===== src/rtl/traffic_light_monitor.sv =====
// traffic_light_monitor: decodes the red/yellow/green lamp outputs of a traffic
// light controller back into a phase code. It measures each phase in millisecond
// ticks and raises sticky flags for illegal lamp patterns, illegal phase
// transitions and out-of-tolerance durations.
// Optional feature macro: TLMON_TIMECHK_EN compiles in the duration comparators.
// Without it err_time is tied to 0 and only the measurement remains.
module traffic_light_monitor #(
    parameter int RED_MS  = 96000,
    parameter int YEL_MS  = 4000,
    parameter int GRN_MS  = 20000,
    parameter int DARK_MS = 4000,
    parameter int TOL_MS  = 1,
    parameter int CW      = 17
) (
    input  logic          clock,
    input  logic          reset,
    input  logic          tick,
    input  logic          M,
    input  logic          K,
    input  logic          H,
    output logic [1:0]    phase,
    output logic [CW-1:0] dur,
    output logic          dur_valid,
    output logic          err_lamp,
    output logic          err_seq,
    output logic          err_time
);

    typedef enum logic [1:0] {
        PH_RED  = 2'b00,
        PH_YEL  = 2'b01,
        PH_GRN  = 2'b10,
        PH_DARK = 2'b11
    } phase_t;

    logic [2:0]    lamp_reg;
    phase_t        phase_reg, phase_next;
    logic          first_reg, first_next;
    logic [CW-1:0] cnt_reg, cnt_next;
    logic [CW-1:0] dur_reg, dur_next;
    logic          dur_valid_reg, dur_valid_next;
    logic          err_lamp_reg, err_lamp_next;
    logic          err_seq_reg, err_seq_next;

    logic          dec_ok;
    phase_t        dec_phase;
    logic          change;
    logic          trans_ok;
    logic          time_bad;

    // Input stage: one register on the lamp lines; everything decodes from it.
    always_ff @(posedge clock) begin
        if (reset) lamp_reg <= 3'b000;
        else       lamp_reg <= {M, K, H};
    end

    // Decode lamps into a phase and classify the transition from the current one.
    always_comb begin
        dec_ok    = 1'b1;
        dec_phase = PH_DARK;
        case (lamp_reg)
            3'b100:  dec_phase = PH_RED;
            3'b010:  dec_phase = PH_YEL;
            3'b001:  dec_phase = PH_GRN;
            3'b000:  dec_phase = PH_DARK;
            default: dec_ok    = 1'b0;
        endcase
        change = dec_ok && (dec_phase != phase_reg);

        // Whitelist of allowed successors; anything else raises err_seq.
        trans_ok = 1'b0;
        case (phase_reg)
            PH_RED:  trans_ok = (dec_phase == PH_YEL);
            PH_YEL:  trans_ok = (dec_phase == PH_GRN) || (dec_phase == PH_DARK);
            PH_GRN:  trans_ok = (dec_phase == PH_RED) || (dec_phase == PH_YEL);
            PH_DARK: trans_ok = (dec_phase == PH_YEL) || (dec_phase == PH_RED);
            default: trans_ok = 1'b0;
        endcase
    end

`ifdef TLMON_TIMECHK_EN
    localparam int CW1 = CW + 1;

    logic [CW:0] nom_val, tol_val, lo_val, hi_val, cnt_ext;
    logic        err_time_reg, err_time_next;

    // Tolerance window of the outgoing phase; lower bound clamps at zero.
    always_comb begin
        case (phase_reg)
            PH_RED:  nom_val = CW1'(RED_MS);
            PH_YEL:  nom_val = CW1'(YEL_MS);
            PH_GRN:  nom_val = CW1'(GRN_MS);
            default: nom_val = CW1'(DARK_MS);
        endcase
        tol_val  = CW1'(TOL_MS);
        lo_val   = (nom_val > tol_val) ? (nom_val - tol_val) : '0;
        hi_val   = nom_val + tol_val;
        cnt_ext  = {1'b0, cnt_reg};
        time_bad = (cnt_ext < lo_val) || (cnt_ext > hi_val);
        err_time_next = err_time_reg;
        if (change && !first_reg && time_bad) err_time_next = 1'b1;
    end

    // Sticky duration error flag.
    always_ff @(posedge clock) begin
        if (reset) err_time_reg <= 1'b0;
        else       err_time_reg <= err_time_next;
    end

    assign err_time = err_time_reg;
`else
    assign time_bad = 1'b0;
    assign err_time = 1'b0;
`endif

    // Next state: counter, phase adoption, duration report and sticky flags.
    always_comb begin
        phase_next     = phase_reg;
        first_next     = first_reg;
        dur_next       = dur_reg;
        dur_valid_next = 1'b0;
        err_lamp_next  = err_lamp_reg | ~dec_ok;
        err_seq_next   = err_seq_reg;
        cnt_next       = (tick && (cnt_reg != '1)) ? (cnt_reg + 1'b1) : cnt_reg;

        if (change) begin
            phase_next = dec_phase;
            first_next = 1'b0;
            cnt_next   = tick ? CW'(1) : '0;
            // The start of the very first phase after reset is unknown, so it
            // is adopted without reporting or checking anything.
            if (!first_reg) begin
                dur_next       = cnt_reg;
                dur_valid_next = 1'b1;
                if (!trans_ok) err_seq_next = 1'b1;
            end
        end
    end

    // State register.
    always_ff @(posedge clock) begin
        if (reset) begin
            phase_reg     <= PH_DARK;
            first_reg     <= 1'b1;
            cnt_reg       <= '0;
            dur_reg       <= '0;
            dur_valid_reg <= 1'b0;
            err_lamp_reg  <= 1'b0;
            err_seq_reg   <= 1'b0;
        end else begin
            phase_reg     <= phase_next;
            first_reg     <= first_next;
            cnt_reg       <= cnt_next;
            dur_reg       <= dur_next;
            dur_valid_reg <= dur_valid_next;
            err_lamp_reg  <= err_lamp_next;
            err_seq_reg   <= err_seq_next;
        end
    end

    assign phase     = phase_reg;
    assign dur       = dur_reg;
    assign dur_valid = dur_valid_reg;
    assign err_lamp  = err_lamp_reg;
    assign err_seq   = err_seq_reg;

endmodule

===== config.mk =====
export PLATFORM = sky130hd
export DESIGN_NAME = traffic_light_monitor
export DESIGN_NICKNAME = d
export VERILOG_FILES = /design/src/rtl/traffic_light_monitor.sv
export SDC_FILE = /design/constraint.sdc
export NUM_CORES = 1
export LEC_CHECK = 0
export CORE_MARGIN = 4
export CORE_UTILIZATION = 40
export DETAILED_ROUTE_END_ITERATION = 7
export GPL_TIMING_DRIVEN = 0
export SLEW_MARGIN = 10
export SYNTH_ARGS = -nofsm -noshare
export SYNTH_HDL_FRONTEND = slang
export SYNTH_SLANG_ARGS = --single-unit
export TNS_END_PERCENT = 1

===== constraint.sdc =====
create_clock -name clock -period 4.02 [get_ports clock]
set_clock_uncertainty 0.15 [all_clocks]
set_input_delay 0.804 -clock clock [delete_from_list [all_inputs] [get_ports clock]]
set_output_delay 0.804 -clock clock [all_outputs]
set_load 0.1 [all_outputs]

* Word-level counts from Yosys, hierarchy flattened
Cells that the tools add are included.
Word-level totals: word-level logic and storage cells 45, output and inout port bits 23, flip-flop bits (word level) 43, bits of input ports 6
Operators by class: bitwise operators 5, reductions and logical operators 13, equality and inequality tests 11, add/subtract/negate cells 1, multiplexer cells 7
Operators with widths (count):
- 2-to-1 mux 17 bit | 2
- adder 17 x 1 -> 17 bit, second input constant | 1
- inequality test 17 bit, second input constant | 1
- equality test 2 bit, second input constant | 4
- one-hot mux 2 bit (3 select lines) | 1
- equality test 2 x 1 -> 1 bit, second input constant | 2
- zero test 2 bit | 2
- NOT 1 bit | 4
- OR reduction 2 bit | 2
- OR reduction 4 bit | 1
- equality test 3 x 1 -> 1 bit, second input constant | 1
- equality test 3 x 2 -> 1 bit, second input constant | 1
- equality test 3 bit, second input constant | 1
- zero test 3 bit | 1
- 2-to-1 mux 1 bit | 3
- one-hot mux 1 bit (3 select lines) | 1
- AND reduction 3 bit | 1
- logical AND 1 bit | 2
- logical OR 1 bit | 2
- inequality test 2 bit | 1
- AND reduction 2 bit | 1
- nonzero test 2 bit | 1
- OR 1 bit | 1

* Depth between registers and ports, before layout
Gate-level depths: netlist of the first run.
word-level depth 7, mapped depth 8, mapped depth without buffers 8

* Worst setup path before layout of the first run
No wires, ideal clock.
path type register -> register, start point register phase_reg[0] (netlist: phase[0]), end point register cnt_reg[11], buffers on the path 2, slack 1.621 ns, required time 3.806 ns, period minus slack after synthesis 2.399 ns, data arrival time 2.185 ns, cell stages (with the launch flop) 7, setup time 0.064 ns, path through dfxtp_1 o21a_1 nor3_1 or4_1 buf_2 buf_6 nor2_1
On the way: word-level cells in the longest chain between the ends 3, elaborated cells on any way between the ends 4, those cells by class eq/ne: 1; mux: 1; reduce/logical: 2
Ends and longest elaborated chain:
- start: declaration | RTL line 37 | phase_t phase_reg, phase_next;
- start signal: assignment | RTL line 151 | phase_reg <= phase_next;
- inequality test 2 bit * | RTL line 68 | change = dec_ok && (dec_phase != phase_reg);
- logical AND 1 bit * | RTL line 68
- 2-to-1 mux 17 bit / nonzero test 2 bit (equally long branches)
- end signal: assignment | RTL line 153 | cnt_reg <= cnt_next;
- end: declaration | RTL line 39 | logic [CW-1:0] cnt_reg, cnt_next;
Mark *: on every way between the ends. The rest lies on a longest branch, timed or not. A chain may end at the register's enable or synchronous reset.

* Worst setup path after layout of the first run
start point register phase_reg[0] (netlist: phase[0]), end point output phase[0]
RTL lines:
- end: declaration | RTL line 21 | output logic [1:0] phase,
No word-level cell between the ends.

==> results of run 1 <==
## metrics by stage
step                      setup WS, ns  hold slack (ns)  std cells
final                            1.089           0.3247        424
after floorplan                  1.621           0.3018        315
after global routing             1.032           0.3806        424
after CTS                        1.083           0.3346        424
after global placement           1.133           0.3079        416
after detailed placement         1.123           0.3036        416
## how the worst max path moves through the flow
| stage | from | to | slack [ns] | cells after the start |
|---|---|---|---|---|
| after floorplan | phase[0] | cnt_reg[11] | 1.62 | 6 |
| after global placement | tick | cnt_reg[14] | 1.13 | 5 |
| final | phase[0] | phase[0] | 1.09 | 1 |
| after detailed placement | tick | cnt_reg[14] | 1.12 | 5 |
| after CTS | phase[0] | phase[0] | 1.08 | 1 |
| after global routing | phase[0] | phase[0] | 1.03 | 1 |
## layout by cell type, fill, tap and decap left out, types with 5 or more instances in the layout
cell type,n
a21oi_1,20
clkbuf_1,23
clkbuf_8,5
clkdlybuf4s50_1,26
dfxtp_1,43
nand2_1,24
nand3_1,21
nand4_1,21
nor2_1,37
nor2b_1,24
nor3_1,8
nor3b_1,14
o21ai_0,18
xnor2_1,9
## logic make-up after synthesis
| kind of cell | after synthesis | synth area share (%) |
|---|---|---|
| compound gates | 53 | 13.03 |
| xor+xnor | 13 | 4.722 |
| fa+ha+maj | 3 | 1.453 |
| buf+inv | 33 | 6.072 |
| flops | 43 | 35.70 |
| mux | 3 | 1.297 |
| other cells | 1 | 0.1555 |
| simple gates | 166 | 37.57 |
## cell usage after synthesis, types with 3 or more instances
| library cell | count |
|---|---|
| inv_1 | 3 |
| nand3_1 | 21 |
| a211o_1 | 3 |
| xor2_1 | 4 |
| o21ai_0 | 18 |
| xnor2_1 | 9 |
| clkbuf_1 | 21 |
| nor2_1 | 37 |
| buf_2 | 3 |
| nor4_1 | 3 |
| nor3_1 | 8 |
| buf_4 | 3 |
| nand4_1 | 21 |
| a21oi_1 | 20 |
| nor2b_1 | 24 |
| nand2_1 | 24 |
| nor3b_1 | 14 |
| dfxtp_1 | 43 |
## power by group through the flow
| stage | combinational [W] | clock, W | sequential [W] |
|---|---|---|---|
| 2_1_floorplan | 0.0000857 | 0 | 0.000484 |
| 3_3_place_gp | 0.000163 | 0 | 0.000452 |
| 3_5_place_dp | 0.000162 | 0 | 0.000452 |
| 4_1_cts | 0.000163 | 0.000278 | 0.000442 |
| 5_1_grt | 0.000177 | 0.000299 | 0.000444 |
| 6_report | 0.000164 | 0.000272 | 0.000442 |
## layout make-up
type                            instances  area, µm²
Buffer                                 30      135.1
Clock buffer                            7      76.32
Clock inverter                          1      5.005
Fill cell                             615       3039
Inverter                                3      11.26
Multi-Input combinational cell        239       1404
Sequential cell                        43      860.8
Tap cell                               75      93.84
Timing Repair Buffer                   26      260.3
## worst min-delay path, cell delays in order (launching register included)
cell and delay [ns]:
dfxtp_1 0.34, nand2b_1 0.06, o41ai_1 0.05
## metal layers
metal | GRT usage, % | wire length [µm] | share of wire [%]
met1 | 24.38 | 2869 | 47
met2 | 27.75 | 2891 | 47
met3 | 3.939 | 340 | 5.5
met4 | 3.165 | 31 | 0.51
met5 | 0 | 0 | 0
==> flow_metrics.py, run 1 <==
metrics = {
    "setup_path": {
        "ff2ff_path_depth": 8,
        "critPathLaunchType": "flip-flop",
        "path_buf_inv": 1,
        "crit_family": "buffers and inverters",
        "r2r_end": "cnt_reg[14]",
        "crit_path_max_incr_delay_ns": 1.20,
        "arrival_ns": 1.98,
        "reg2reg_from": "cnt_reg[4]",
        "critPathMaxFanout": 9,
        "cp_slowest_cell": "clkdlybuf4s50_1",
        "cp_cell_sequence": "clkdlybuf4s50_1",
        "path_class": "flip-flop to output port",
        "cp-end-kind": "output port",
        "r2r_slack_ns": 1.49,
        "worst_ep_required_time_ns": 3.07,
    },
    "layout": {
        "nets": 356,
        "area_delta_synth_final_pct": 18.06,
        "fin_area_um2": 2846,
        "drive_above_1_share_pct": 5.158,
        "n_antenna_cell": 0,
        "utilization_pct": 48.36,
    },
    "timing": {
        "maxSlewViolCount": 0,
        "clock.fmax_ghz": 0.3412,
        "worst_slew_pin_slew_ns": 0.9752,
        "final-setup-viol-count": 0,
        "period_share_pct": 72.91,
        "max_slew_margin_pct": 34.78,
        "fin_setup_tns_ns": 0,
        "hold_violations": 0,
        "rsz0062_at_grt": "false",
        "period_needed_ns": 2.931,
    },
    "route": {
        "postRouteAntennaNets": 0,
        "drc": 0,
        "wl_um": 6133,
        "wl_per_cell_um": 14.46,
        "via_per_inst": 5.450,
        "firstDrtPassIters": 4,
        "drt_iter0_drc": 190,
        "vias": 2311,
    },
    "power": {
        "p_int_w": 0.0005987,
        "powerDensity_nw_per_um2": 308.3,
        "pwr-share-seq_pct": 50.4,
        "switching_power_w": 0.0002788,
        "comb_power_share_pct": 18.7,
        "power.leakage_nw": 0.9846,
        "total_power_w": 0.0008775,
        "swShare_pct": 31.77,
        "vdd_drop_max_mv": 0.2088,
        "clkPwrFrac_pct": 31.0,
    },
    "hold_path": {
        "min_to": "err_seq",
        "min_path_type": "flip-flop to flip-flop",
        "hp-start": "err_seq",
        "worstHoldPathCells": 2,
    },
    "grt": {
        "grt_pass1_vias": 2178,
        "antenna_found_initial": 0,
        "grtUsageTotal_pct": 17.42,
        "grt_max_degree": 13,
        "grt-ovfl-total": 0,
        "grt_first_pass_wirelength_um": 10410,
    },
    "placement": {
        "place_congestion": 0.7778,
        "portBuffers": 26,
        "dpl_cell_area_um2": 2765,
        "dp_hpwl_um": 4278,
    },
    "floorplanning": {
        "die_w_um": 85.64,
        "rows": 28,
        "die-area_um2": 7333,
        "initial_core_util_pct": 40.97,
        "pin_count": 29,
        "coreArea_um2": 5886,
        "die_y_um": 85.64,
    },
    "clocking": {
        "root_buffer": "clkbuf_8",
        "cts-htree-levels": 2,
        "cts.repair.resized": 0,
        "clockBufferDepth": 2,
        "cts_tree": "done",
        "cts_setup_buffers": 0,
        "clk_pin_slew_ns": 0.09,
        "clkLatencyLatePin_ns": 0.30,
        "holdBufCountCts": 0,
        "cts_buffers": 5,
        "clock_sinks": 43,
    },
    "yosys": {
        "synthDistinctLibCells": 47,
        "synthTopCellsByArea": "dfxtp_1 36%, nor2b_1 6.2%, nor2_1 5.8%, nand4_1 5.4%, nand3_1 4.4%",
        "synth_nets": 323,
        "yosysWarnings": 0,
        "synthesis.area_um2": 2411,
        "synth-async-reset-ratio_pct": 0,
        "synth_area_per_cell_um2": 7.654,
        "syn_inst": 315,
        "synth_top_area_cell": "dfxtp_1",
        "synth-edff-count": 0,
        "synthFlopType": "dfxtp_1",
        "yosysSeqAreaShare_pct": 35.70,
        "synth-seq-cells": 43,
        "yosysTopAreaCellShare_pct": 35.70,
    },
    "outcome": {
        "run_status": "finished, final reports clean",
    },
    "flow_run": {
        "max_cap_viol_count": 0,
    },
}
Power figures use the tool's default switching activity.
==> run 2: changes to the inputs <==
==> constraint.sdc (replaced) <==
create_clock -name clock -period 3.1 [get_ports clock]
set_clock_uncertainty 0.15 [all_clocks]
set_input_delay 0.62 -clock clock [delete_from_list [all_inputs] [get_ports clock]]
set_output_delay 0.62 -clock clock [all_outputs]
set_load 0.1 [all_outputs]
==> results of run 2 <==
Same layout as run 1 (identical final DEF). Status: finished, final reports clean.
Main changes from that run: setup slack after placement 1.123 ns -> 0.3867 ns; setup slack after layout 1.089 ns -> 0.3531 ns; register-to-register setup slack 1.49 ns -> 0.57 ns; total power 0.0008775 W -> 0.001138 W; worst IR drop on VDD 0.2088 mV -> 0.2708 mV
==> run 3: changes to the inputs <==
--- a/config.mk
+++ b/config.mk
@@ -6,9 +6,10 @@
 export NUM_CORES = 1
 export LEC_CHECK = 0
 export CORE_MARGIN = 4
-export CORE_UTILIZATION = 40
+export CORE_UTILIZATION = 39
 export DETAILED_ROUTE_END_ITERATION = 7
 export GPL_TIMING_DRIVEN = 0
+export SKIP_LAST_GASP = 1
 export SLEW_MARGIN = 10
 export SYNTH_ARGS = -nofsm -noshare
 export SYNTH_HDL_FRONTEND = slang
==> run 3 against run 2 <==
  * Clock power is essentially flat
  * Sequential share of layout area is the same
  * Via count shrank 1.0%
  * Worst hold slack lost 0.0011 ns
  * Global-route usage grew 0.19 points
  * Clock-buffer cell count is the same
  * Cell count is the same
  * Critical endpoint unchanged
  * Largest power group unchanged
==> flow_metrics.py, run 3 (same netlist as run 1, synthesis figures left out) <==
metrics = {
    "layout": {
        "seqCellArea_um2": 860.8,
        "final_cell_mix": "43 x dfxtp_1, 37 x nor2_1, 26 x clkdlybuf4s50_1, 24 x nor2b_1, 24 x nand2_1",
        "area_delta_synth_final_pct": 18.06,
        "n_fill_cell": 621,
        "nets": 356,
        "drive_above_1_share_pct": 5.158,
        "multiInputGateArea_um2": 1404,
        "final_common_cell": "dfxtp_1",
        "n_antenna_cell": 0,
    },
    "route": {
        "via_per_inst": 5.396,
        "drt_iter0_drc": 81,
        "vias": 2288,
        "drc": 0,
        "wl_per_cell_um": 14.74,
        "wl_um": 6250,
        "postRouteAntennaNets": 0,
        "firstDrtPassIters": 5,
    },
    "timing": {
        "rsz0062_at_grt": "false",
        "period_needed_ns": 2.742,
        "fin_setup_tns_ns": 0,
        "max_slew_margin_pct": 32.69,
        "final-setup-viol-count": 0,
        "period_share_pct": 88.46,
        "worst_slew_pin_slew_ns": 1.006,
        "hold_violations": 0,
        "maxSlewViolCount": 0,
        "clock.fmax_ghz": 0.3647,
    },
    "hold_path": {
        "min_path_type": "flip-flop to flip-flop",
        "hp-start": "err_seq",
        "min_to": "err_seq",
        "worstHoldPathCells": 2,
    },
    "setup_path": {
        "cp_cell_sequence": "clkdlybuf4s50_1",
        "critPathMaxFanout": 9,
        "worst_ep_required_time_ns": 2.33,
        "crit_family": "buffers and inverters",
        "critPathLaunchType": "flip-flop",
        "arrival_ns": 1.97,
        "crit_path_max_incr_delay_ns": 1.20,
        "cp-end-kind": "output port",
        "r2r_end": "cnt_reg[14]",
        "path_buf_inv": 1,
        "path_class": "flip-flop to output port",
        "reg2reg_from": "cnt_reg[0]",
        "ff2ff_path_depth": 8,
        "r2r_slack_ns": 0.56,
        "cp_slowest_cell": "clkdlybuf4s50_1",
    },
    "floorplanning": {
        "rows": 28,
        "die-area_um2": 7504,
        "die_w_um": 86.63,
        "pin_count": 29,
        "coreArea_um2": 5956,
        "initial_core_util_pct": 40.48,
        "die_y_um": 86.63,
    },
    "placement": {
        "place_congestion": 0.7789,
        "portBuffers": 26,
        "dp_hpwl_um": 4421,
    },
    "clocking": {
        "clockBufferDepth": 2,
        "cts_buffers": 5,
        "clkLatencyLatePin_ns": 0.29,
        "cts.repair.resized": 0,
        "clk_pin_slew_ns": 0.08,
        "holdBufCountCts": 0,
        "root_buffer": "clkbuf_8",
        "cts_tree": "done",
        "cts_setup_buffers": 0,
        "cts-htree-levels": 2,
        "clock_sinks": 43,
    },
    "power": {
        "vdd_drop_max_mv": 0.2784,
        "powerDensity_nw_per_um2": 398.7,
        "total_power_w": 0.001135,
        "power.leakage_nw": 0.9846,
    },
    "grt": {
        "grt-ovfl-total": 0,
        "grtUsageTotal_pct": 17.61,
        "grt_pass1_vias": 2173,
        "grt_first_pass_wirelength_um": 10620,
        "antenna_found_initial": 0,
        "grt_max_degree": 13,
    },
    "flow_run": {
        "max_cap_viol_count": 0,
    },
    "outcome": {
        "run_status": "finished, final reports clean",
    },
}
## run 3: cell counts in the layout (fill, tap and decap cells not counted)
Identical to the previous run, type by type.
## run 3: area by class of cell
class / count / share of cell area (%)
Buffer: 30 / 4.747
Clock buffer: 7 / 2.681
Clock inverter: 1 / 0.1758
Inverter: 3 / 0.3956
Multi-Input combinational cell: 239 / 49.32
Sequential cell: 43 / 30.24
Tap cell: 75 / 3.297
Timing Repair Buffer: 26 / 9.143
## run 3: worst min-delay path: stages, from the launching register on
cell and delay (ns):
dfxtp_1 0.34, nand2b_1 0.06, o41ai_1 0.05
## run 3: routing by layer
metal | up-vias | GRT usage, % | part of all wire [%]
met5 | - | 0 | 0
met4 | 0 | 4.816 | 0.86
met3 | 7 | 3.517 | 3.6
met2 | 53 | 28.16 | 46
met1 | 1058 | 24.11 | 49
li1 | 1170 | - | -
## run 3: stage by stage
stage | instances | hold WS [ns] | util (%) | instance area (µm²) | setup slack [ns]
after detailed placement | 416 | 0.3016 | 46.43 | 2765 | 0.4014
after global routing | 424 | 0.3569 | 47.79 | 2846 | 0.2901
final | 424 | 0.3235 | 47.79 | 2846 | 0.3579
after global placement | 416 | 0.2990 | 46.43 | 2765 | 0.4046
after CTS | 424 | 0.3303 | 47.79 | 2846 | 0.3589
after floorplan | 315 | 0.3018 | - | 2411 | 0.7007
## run 3: power by group
| group | leakage [nW] | total, W | switching, W | internal, W |
|---|---|---|---|---|
| Sequential | 0.349 | 0.000574 | 0.0000102 | 0.000564 |
| Combinational | 0.594 | 0.000211 | 0.000157 | 0.0000540 |
| Clock | 0.0422 | 0.000350 | 0.000191 | 0.000158 |
## run 3: how the worst max path moves through the flow
stage	start	endpoint	slack [ns]	cells after the start
after global routing	phase[0]	phase[0]	0.29	1
final	phase[0]	phase[0]	0.36	1
after global placement	tick	cnt_reg[14]	0.40	5
after detailed placement	tick	cnt_reg[14]	0.40	5
after floorplan	phase[0]	cnt_reg[11]	0.70	6
after CTS	phase[0]	phase[0]	0.36	1
